`config.mk`:
```
export PLATFORM = sky130hd
export DESIGN_NAME = bubble_field
export DESIGN_NICKNAME = d
export VERILOG_FILES = /design/src/rtl/bubble_pkg.sv /design/src/rtl/bubble_slot.sv /design/src/rtl/bubble_field.sv
export SDC_FILE = /design/constraint.sdc
export NUM_CORES = 1
export LEC_CHECK = 0
export ABC_AREA = 1
export BUFFER_PORTS_ARGS = -buffer_cell sky130_fd_sc_hd__buf_2
export CAP_MARGIN = 20
export CORE_MARGIN = 3
export CORE_UTILIZATION = 61
export CTS_CLUSTER_DIAMETER = 50
export DETAILED_ROUTE_END_ITERATION = 7
export HOLD_SLACK_MARGIN = 0.03
export PLACE_DENSITY = 0.92
export SLEW_MARGIN = 20
export SYNTH_ARGS = -nofsm -noshare
export SYNTH_HDL_FRONTEND = slang
export SYNTH_SLANG_ARGS = --single-unit
```
`constraint.sdc`:
```
create_clock -name fps -period 5.1 [get_ports fps]
set_input_delay 0.51 -clock fps [delete_from_list [all_inputs] [get_ports fps]]
set_output_delay 0.51 -clock fps [all_outputs]
set_load 0.1 [all_outputs]
```
`src/rtl/bubble_pkg.sv`:
```
// Shared sizes, LFSR definition and the per-slot bubble record for the bubble field.
package bubble_pkg;

    localparam int unsigned NUM_BUBBLES = 7;
    localparam int unsigned SCREEN_W    = 160;
    localparam int unsigned SCREEN_H    = 120;
    localparam int unsigned X_W         = $clog2(SCREEN_W);
    localparam int unsigned Y_W         = $clog2(SCREEN_H);
    localparam int unsigned LFSR_W      = 8;
    localparam int unsigned CMP_W       = 9;

    localparam logic [LFSR_W-1:0] LFSR_SEED = 8'hA5;
    // Taps 8,6,5,4 of a 1-based Fibonacci register map to bits 7,5,4,3.
    localparam logic [LFSR_W-1:0] LFSR_TAPS = 8'b1011_1000;

    typedef struct packed {
        logic           active;
        logic [X_W-1:0] x;
        logic [Y_W-1:0] y;
    } bubble_t;

    function automatic logic [LFSR_W-1:0] lfsr_next(input logic [LFSR_W-1:0] s);
        return {s[LFSR_W-2:0], ^(s & LFSR_TAPS)};
    endfunction

endpackage

```
`src/rtl/bubble_slot.sv`:
```
// One bubble: owns its active/x/y state, rises or retires each frame, and tests itself against the swimmer.
module bubble_slot
    import bubble_pkg::*;
#(
    parameter int unsigned SPEED    = 1,
    parameter int unsigned Y_BOTTOM = 112,
    parameter int unsigned Y_TOP    = 4,
    parameter int unsigned BUB_SIZE = 8,
    parameter int unsigned SWIM_W   = 16,
    parameter int unsigned SWIM_H   = 12
) (
    input  logic           clk,
    input  logic           rst,
    input  logic           freeze,
    input  logic           spawn,
    input  logic [X_W-1:0] spawn_x,
    input  logic [X_W-1:0] swim_x,
    input  logic [Y_W-1:0] swim_y,
    output bubble_t        bubble,
    output logic           collision
);

    // y - SPEED >= Y_TOP rewritten as y >= SPEED + Y_TOP so nothing can wrap.
    localparam logic [Y_W:0] RISE_FLOOR = (Y_W + 1)'(SPEED + Y_TOP);

    logic             can_rise;
    logic             overlap;
    logic [CMP_W-1:0] bx;
    logic [CMP_W-1:0] by;
    logic [CMP_W-1:0] sx;
    logic [CMP_W-1:0] sy;

    always_comb begin
        can_rise = {1'b0, bubble.y} >= RISE_FLOOR;
        bx       = CMP_W'(bubble.x);
        by       = CMP_W'(bubble.y);
        sx       = CMP_W'(swim_x);
        sy       = CMP_W'(swim_y);
        overlap  = (sx < bx + CMP_W'(BUB_SIZE)) && (bx < sx + CMP_W'(SWIM_W)) &&
                   (sy < by + CMP_W'(BUB_SIZE)) && (by < sy + CMP_W'(SWIM_H));
    end

    always_ff @(posedge clk or posedge rst) begin
        if (rst) begin
            bubble    <= '0;
            collision <= 1'b0;
        end else if (freeze) begin
            collision <= 1'b0;
        end else begin
            collision <= bubble.active & overlap;
            if (bubble.active) begin
                // A retiring bubble keeps its last position; only the flag drops.
                if (can_rise) begin
                    bubble.y <= bubble.y - Y_W'(SPEED);
                end else begin
                    bubble.active <= 1'b0;
                end
            end else if (spawn) begin
                bubble.active <= 1'b1;
                bubble.x      <= spawn_x;
                bubble.y      <= Y_W'(Y_BOTTOM);
            end
        end
    end

endmodule

```
`src/rtl/bubble_field.sv`:
```
// Bubble field top: LFSR, spawn timer, lowest-free-slot selection and freeze gating around the slots.
module bubble_field
    import bubble_pkg::*;
#(
    parameter int unsigned SPAWN_GAP = 30,
    parameter int unsigned SPEED     = 1,
    parameter int unsigned Y_BOTTOM  = 112,
    parameter int unsigned Y_TOP     = 4,
    parameter int unsigned BUB_SIZE  = 8,
    parameter int unsigned SWIM_W    = 16,
    parameter int unsigned SWIM_H    = 12,
    parameter int unsigned NUM_SLOTS = NUM_BUBBLES
) (
    input  logic                       fps,
    input  logic                       reset,
    input  logic                       freeze,
    input  logic [X_W-1:0]             swim_x,
    input  logic [Y_W-1:0]             swim_y,
    output logic [NUM_BUBBLES-1:0]     collisions,
    output logic [NUM_BUBBLES-1:0]     bubble_active,
    output logic [NUM_BUBBLES*X_W-1:0] bubble_x,
    output logic [NUM_BUBBLES*Y_W-1:0] bubble_y
);

    localparam int unsigned TIMER_W     = (SPAWN_GAP > 2) ? $clog2(SPAWN_GAP) : 1;
    localparam int unsigned SPAWN_X_OFS = 8;
    localparam logic [TIMER_W-1:0] TIMER_LAST = TIMER_W'(SPAWN_GAP - 1);

    logic [LFSR_W-1:0]    lfsr;
    logic [TIMER_W-1:0]   timer;
    logic                 spawn_due;
    logic [X_W-1:0]       spawn_x;
    logic [NUM_SLOTS-1:0] live;
    logic [NUM_SLOTS-1:0] spawn_sel;
    logic [NUM_SLOTS-1:0] slot_hit;
    logic                 found;
    bubble_t              slot_state [NUM_SLOTS];

    assign spawn_due = (timer == TIMER_LAST);
    assign spawn_x   = X_W'({1'b0, lfsr[LFSR_W-2:0]}) + X_W'(SPAWN_X_OFS);

    // Frame-rate LFSR and spawn timer; both stand still while frozen.
    always_ff @(posedge fps or posedge reset) begin
        if (reset) begin
            lfsr  <= LFSR_SEED;
            timer <= '0;
        end else if (!freeze) begin
            lfsr  <= lfsr_next(lfsr);
            timer <= spawn_due ? '0 : timer + TIMER_W'(1);
        end
    end

    // Lowest-index free slot, judged on pre-edge flags so a retiring slot is never reused this edge.
    always_comb begin
        spawn_sel = '0;
        found     = 1'b0;
        for (int i = 0; i < int'(NUM_SLOTS); i++) begin
            if (spawn_due && !found && !live[i]) begin
                spawn_sel[i] = 1'b1;
                found        = 1'b1;
            end
        end
    end

    for (genvar i = 0; i < int'(NUM_BUBBLES); i++) begin : g_slot
        if (i < int'(NUM_SLOTS)) begin : g_used
            bubble_slot #(
                .SPEED    (SPEED),
                .Y_BOTTOM (Y_BOTTOM),
                .Y_TOP    (Y_TOP),
                .BUB_SIZE (BUB_SIZE),
                .SWIM_W   (SWIM_W),
                .SWIM_H   (SWIM_H)
            ) u_slot (
                .clk       (fps),
                .rst       (reset),
                .freeze    (freeze),
                .spawn     (spawn_sel[i]),
                .spawn_x   (spawn_x),
                .swim_x    (swim_x),
                .swim_y    (swim_y),
                .bubble    (slot_state[i]),
                .collision (slot_hit[i])
            );

            assign live[i]                   = slot_state[i].active;
            assign collisions[i]             = slot_hit[i];
            assign bubble_active[i]          = slot_state[i].active;
            assign bubble_x[i*X_W +: X_W]    = slot_state[i].x;
            assign bubble_y[i*Y_W +: Y_W]    = slot_state[i].y;
        end else begin : g_unused
            assign collisions[i]             = 1'b0;
            assign bubble_active[i]          = 1'b0;
            assign bubble_x[i*X_W +: X_W]    = '0;
            assign bubble_y[i*Y_W +: Y_W]    = '0;
        end
    end

endmodule

```
# After elaboration in Yosys (flattened, before gate mapping)
# Cells that the tools add are included.
[op_classes] addsub=25 n_lt_le_gt_ge=35 n_eq_ne=8 n_mux=55 bitwise_logic=15 reduce_logical=69
[op_table] cell="$lt A7 B9 Y1" n=14
[op_table] cell="$lt A8 B9 Y1" n=14
[op_table] cell="$mux W16" n=7
[op_table] cell="$mux W7" n=14
[op_table] cell="$add A7 B4 Y8 const B" n=9
[op_table] cell="$add A8 B4 Y9 const B" n=7
[op_table] cell="$ge A7 B3 Y1 const B" n=7
[op_table] cell="$sub A7 B1 Y7 const B" n=7
[op_table] cell="$reduce_and A3 Y1" n=14
[op_table] cell="$logic_and A1 B1 Y1" n=34
[op_table] cell="$mux W1" n=33
[op_table] cell="$ne A2 B2 Y1 const B" n=7
[op_table] cell="$reduce_bool A2 Y1" n=7
[op_table] cell="$logic_not A1 Y1" n=13
[op_table] cell="$add A8 B5 Y9 const B" n=1
[op_table] cell="$not A1 Y1" n=8
[op_table] cell="$reduce_xor A8 Y1" n=1
[op_table] cell="$and A1 B1 Y1" n=7
[op_table] cell="$add A5 B1 Y5 const B" n=1
[op_table] cell="$eq A5 B5 Y1 const B" n=1
[op_table] cell="$mux W5" n=1
[totals] regBits=132 inputBits=18 out_inout_bits=119 wordCells=237

# Longest topological paths before layout
[logic_depth] depth_word=29 depth_mapped=13 depth_no_buf=13

# Modules after synthesis
# From an unflattened synthesis, not the netlist that was laid out.
[hier_totals] hier_cells=1704 hier_area_um2=12801.0
[modules_own_cells] mod="bubble_slot at g_slot[3].g_used.u_slot ..." instances=3 cells_per_inst=232 area_each_um2=1730.4 seq_area_each_um2=425.4
[modules_own_cells] mod="bubble_slot at g_slot[0].g_used.u_slot ..." instances=3 cells_per_inst=229 area_each_um2=1711.6 seq_area_each_um2=425.4
[modules_own_cells] mod="bubble_slot at g_slot[2].g_used.u_slot" instances=1 cells_per_inst=231 area_each_um2=1726.7 seq_area_each_um2=425.4
[modules_own_cells] mod="bubble_field" instances=1 cells_per_inst=90 area_each_um2=748.2 seq_area_each_um2=330.3

# Worst setup path before layout
# Ideal clock, no wire load.
[synth_path] path_kind="reg-to-reg" from="register g_slot[4].g_used.u_slot.bubble[3] (netlist bit)" to="register g_slot[4].g_used.u_slot.collision" t_arrival_ns=2.407 t_required_ns=5.014 path_slack_ns=2.607 path_stages_with_launch=12 path_buffers=0 path_cell_list="dfrtp_1 inv_1 ha_1 inv_1 ha_1 a21oi_1 nand2_1 nand2_1 nand2_1 nor2_1 nand2_1 nor3_1"
[synth_via] elab_chain_cells=6 elab_cells_between_ends=7 classes_between="add/sub: 1; order compare: 2; mux: 1; bitwise: 1; reduce/logical: 2"
[synth_lines] item="start, declared" line="bubble_slot.sv:19" text="output bubble_t bubble,"
[synth_lines] item="$add A7 B4 Y8" line="bubble_slot.sv:40" text="(sy < by + CMP_W'(BUB_SIZE)) && (by < sy + CMP_W'(SWIM_H));"
[synth_lines] item="$lt A7 B9 Y1" line="bubble_slot.sv:40"
[synth_lines] item="$logic_and A1 B1 Y1" line="bubble_slot.sv:39" text="overlap = (sx < bx + CMP_W'(BUB_SIZE)) && (bx < sx + CMP_W'(SWIM_W)) &&"
[synth_lines] item="$logic_and A1 B1 Y1 (*)" line="bubble_slot.sv:40"
[synth_lines] item="$and A1 B1 Y1 (*)" line="bubble_slot.sv:50" text="collision <= bubble.active & overlap;"
[synth_lines] item="$mux W1 (*)" line="bubble_slot.sv:47" text="end else if (freeze) begin"
[synth_lines] item="end signal, assigned" line="bubble_slot.sv:50"
[synth_lines] item="end, declared" line="bubble_slot.sv:20" text="output logic collision"
# Every way passes the cells marked *; elsewhere a longest branch is shown, timed or not.
# A chain may end at the register's enable or synchronous reset.

# Worst setup path in the final report
[layout_path] from="input port swim_x[4]" to="register g_slot[4].g_used.u_slot.collision"
[layout_via] elab_chain_cells=7 elab_cells_between_ends=8 classes_between="add/sub: 1; order compare: 2; mux: 1; bitwise: 1; reduce/logical: 3"
[layout_lines] item="start, declared" line="bubble_field.sv:17" text="input logic [X_W-1:0] swim_x,"
[layout_lines] item="$add A8 B5 Y9" line="bubble_slot.sv:39"
[layout_lines] item="$lt A8 B9 Y1" line="bubble_slot.sv:39"
[layout_lines] item="$logic_and A1 B1 Y1 (*) (2 in series)" line="bubble_slot.sv:39"
[layout_lines] item="$logic_and A1 B1 Y1 (*)" line="bubble_slot.sv:40"
[layout_lines] item="$and A1 B1 Y1 (*)" line="bubble_slot.sv:50"
[layout_lines] item="$mux W1 (*)" line="bubble_slot.sv:47"
# Marks and branches as above.

==> results.md <==
- Largest net degree at the start of global routing: 94
- Slew HR: approximately 28%
- Worst vdd ir: a little over 0.0006 V
- Clock buffer depth: 2
- # setup viols final: 0
- Final core utilization: 70.6%
- Most used DFF post-synth: dfrtp_1
- Unique masters post-synth: 40
- Die width: 146 um
- Port bufs: 136
- Die Span Y: 146 um
- CTS clk-pin slew, worst paths: ~0.06 ns
- CTS sink count: 132
- DRT Wirelength: 36.7 mm
- Antenna fix cells: 0
- First-pass GRT wire length: 58.4 mm
- Ratio of cells with drive above 1 in the final layout: 11.2%
- Cell Pwr Density: 487 nW/um^2
- WL/cell: between 15 and 20 um
- Avg Inst Size Synth: 7.41 um^2
- Status: complete, no violations
- Number of global-route vias before repair: 11800
- CP endpoint kind: register
- Layout area overhead: 11.9%
- Number of flops mapped to enable cells by yosys: 0
- Hold Path Class: input pin to asynchronous set/reset pin
- Die area: 21400 um^2
- Core Box Area: 19000 um^2
- CP Launch Type: input pin
- CP Data Required Time: 5.45 ns
- Critical path type: input pin to register
- Mapped Cells: 1618
- Iter 0 DRT Violations: between 1000 and 1500
- Hold-fix buffer count after cts: 0
- Leak: 7.33 nW
- I/O Pins: 137
- DRC: 0
- Final cycle utilization of the critical path: 53.2%
- Warnings from Yosys: 0
- R2R depth: 10
- Fmax: 368 MHz
- Placement row count: 50
- Final ANT Viol Nets: 0
- Period minus WS final: roughly 2.7 ns
- CP Max Fanout: 16
- Clk root buf: clkbuf_16
- Post-CTS setup buffer count: 0
- Setup TNS Final: 0 ns
- Final Hold Viols: 0
- Worst Skew: 0.00755 ns
- Number of vias per cell: 6.05
- RSZ-0062 raised after global routing: false
- Max Cap Violations: 0
- Synth Cell Area: 12000 um^2
- DR pass1 iterations: 6
- Initial antenna violation count: 0
- Final HPWL DP: 25.7 mm
- Number of CTS-inserted buffers: 17
- CTS tree: done
- Final net count: 1980
- Total GRT Usage: 33.7%
- Synth async-reset ratio: 100%
- H-Tree Depth: 4
- Yosys reg bits: 132
- Resize count post-CTS: 0
- Worst Path Arrival: a little over 3 ns
- Clock latency on the worst-skew pair: 0.43 ns
- Register area share after synthesis: 27.6%
- GPL Wtd Cong: approximately 0.97
- Worst slew pin tran: 1.07 ns
- Remaining global-route overflow: 0
- Initial core utilization: between 60% and 70%
- Fin. max-slew vios: 0
- Vias: 12200
- Mapped Nets: 1859
[cell usage in the layout, fill, tap and decap left out, drive strengths merged, types with 2 or more instances in the layout]
cell type,count
dfstp,4
bufinv,3
o2111ai,3
nand4,28
dfrtp,128
a31oi,2
clkinv,6
nand3,132
or2,3
ha,223
a21oi,76
nand3b,12
o21ai,140
o211ai,7
nor3,26
buf,138
nand2,372
o21bai,4
xnor2,19
nor2,140
xor2,38
a21boi,2
clkinvlp,3
clkbuf,20
inv,208
o22ai,7
nor3b,3
[final cells by class]
| class | instances | area, um^2 |
|---|---|---|
| Timing Repair Buffer | 138 | 696 |
| Clock buffer | 20 | 457 |
| Fill cell | 1416 | 5600 |
| Clock inverter | 12 | 154 |
| Inverter | 208 | 786 |
| Multi-Input combinational cell | 1242 | 7690 |
| Tap cell | 260 | 325 |
| Sequential cell | 132 | 3310 |
[critical path, cell delays in order]
cell      delay (ns)
buf_2           0.26
ha_1            0.30
xnor2_1         0.74
ha_1            0.40
nand2_1         0.07
nand3b_1        0.13
inv_1           0.08
nand2_1         0.09
nand2_1         0.07
nor2_1          0.16
nand2_1         0.08
nor3_1          0.17
[state kept, by name, summed over array words and instances (netlist names)]
signal	count
g_slot.g_used.u_slot.collision	7
timer	5
lfsr	8
g_slot.g_used.u_slot.bubble	112
[kinds of logic after synthesis]
kind of cell / synth area share, %
fa+ha+maj: 23.3
buf+inv: 8.25
simple gates: 25.8
compound gates: 10.9
xor+xnor: 4.16
flops: 27.6
[Yosys cell counts (7+ instances only)]
cell,instances,area (um^2)
nand2_1,365,1370
ha_1,223,2790
inv_1,205,769
nor2_1,136,510
nand3_1,131,656
dfrtp_1,128,3200
o21ai_0,111,556
a21oi_1,76,380
xor2_1,38,333
nand4_1,28,175
nor3_1,26,130
o21ai_1,23,115
xnor2_1,19,166
clkbuf_1,15,56.3
nand3b_1,12,90.1
buf_4,9,67.6
buf_2,7,35.0
o211ai_1,7,52.6
o22ai_1,7,43.8
[path summary, 6_finish.rpt]
path / startpoint / slack [ns] / end
worst max-delay path: swim_x[4] / 2.39 / g_slot[4].g_used.u_slot.collision$_DFF_PP0_
worst min-delay path: reset / 0.24 / g_slot[0].g_used.u_slot.bubble[11]$_DFFE_PP0P_
worst max register to register: timer[1]$_DFFE_PP0N_ / 2.47 / g_slot[3].g_used.u_slot.bubble[5]$_DFFE_PP0P_
worst min register to register: timer[4]$_DFFE_PP0N_ / 0.49 / timer[4]$_DFFE_PP0N_
max in group asynchronous: reset / 3.81 / g_slot[6].g_used.u_slot.bubble[5]$_DFFE_PP0P_
min in group fps: timer[4]$_DFFE_PP0N_ / 0.49 / timer[4]$_DFFE_PP0N_
[report_power, final]
| part | internal, mW | switching (mW) |
|---|---|---|
| Combinational | 0.881 | 2.68 |
| Clock | 0.794 | 0.496 |
| Sequential | 1.26 | 0.422 |
[per-stage QoR]
stage          std cells  area [um^2]  hold WS [ns]  power, mW  setup slack (ns)
2_1_floorplan       1618        12000         0.433       4.37              1.07
3_3_place_gp        1980        12800         0.454       5.01              2.21
3_5_place_dp        1980        12800         0.471       5.16              2.13
4_1_cts             2012        13400         0.302       6.47              2.51
5_1_grt             2012        13400         0.357       6.92              2.25
6_report            2012        13400         0.243       6.54              2.39
[routing by layer]
layer | wire length [um] | GRT usage [%] | vias to the layer above
met1 | 13700 | 41.1 | 5601
met3 | 3780 | 7.39 | 211
met4 | 2350 | 20.5 | 0
met5 | 0 | 0 | -
met2 | 16800 | 54.5 | 775
li1 | - | - | 5594
No activity file was read; power rests on OpenSTA's default activity.
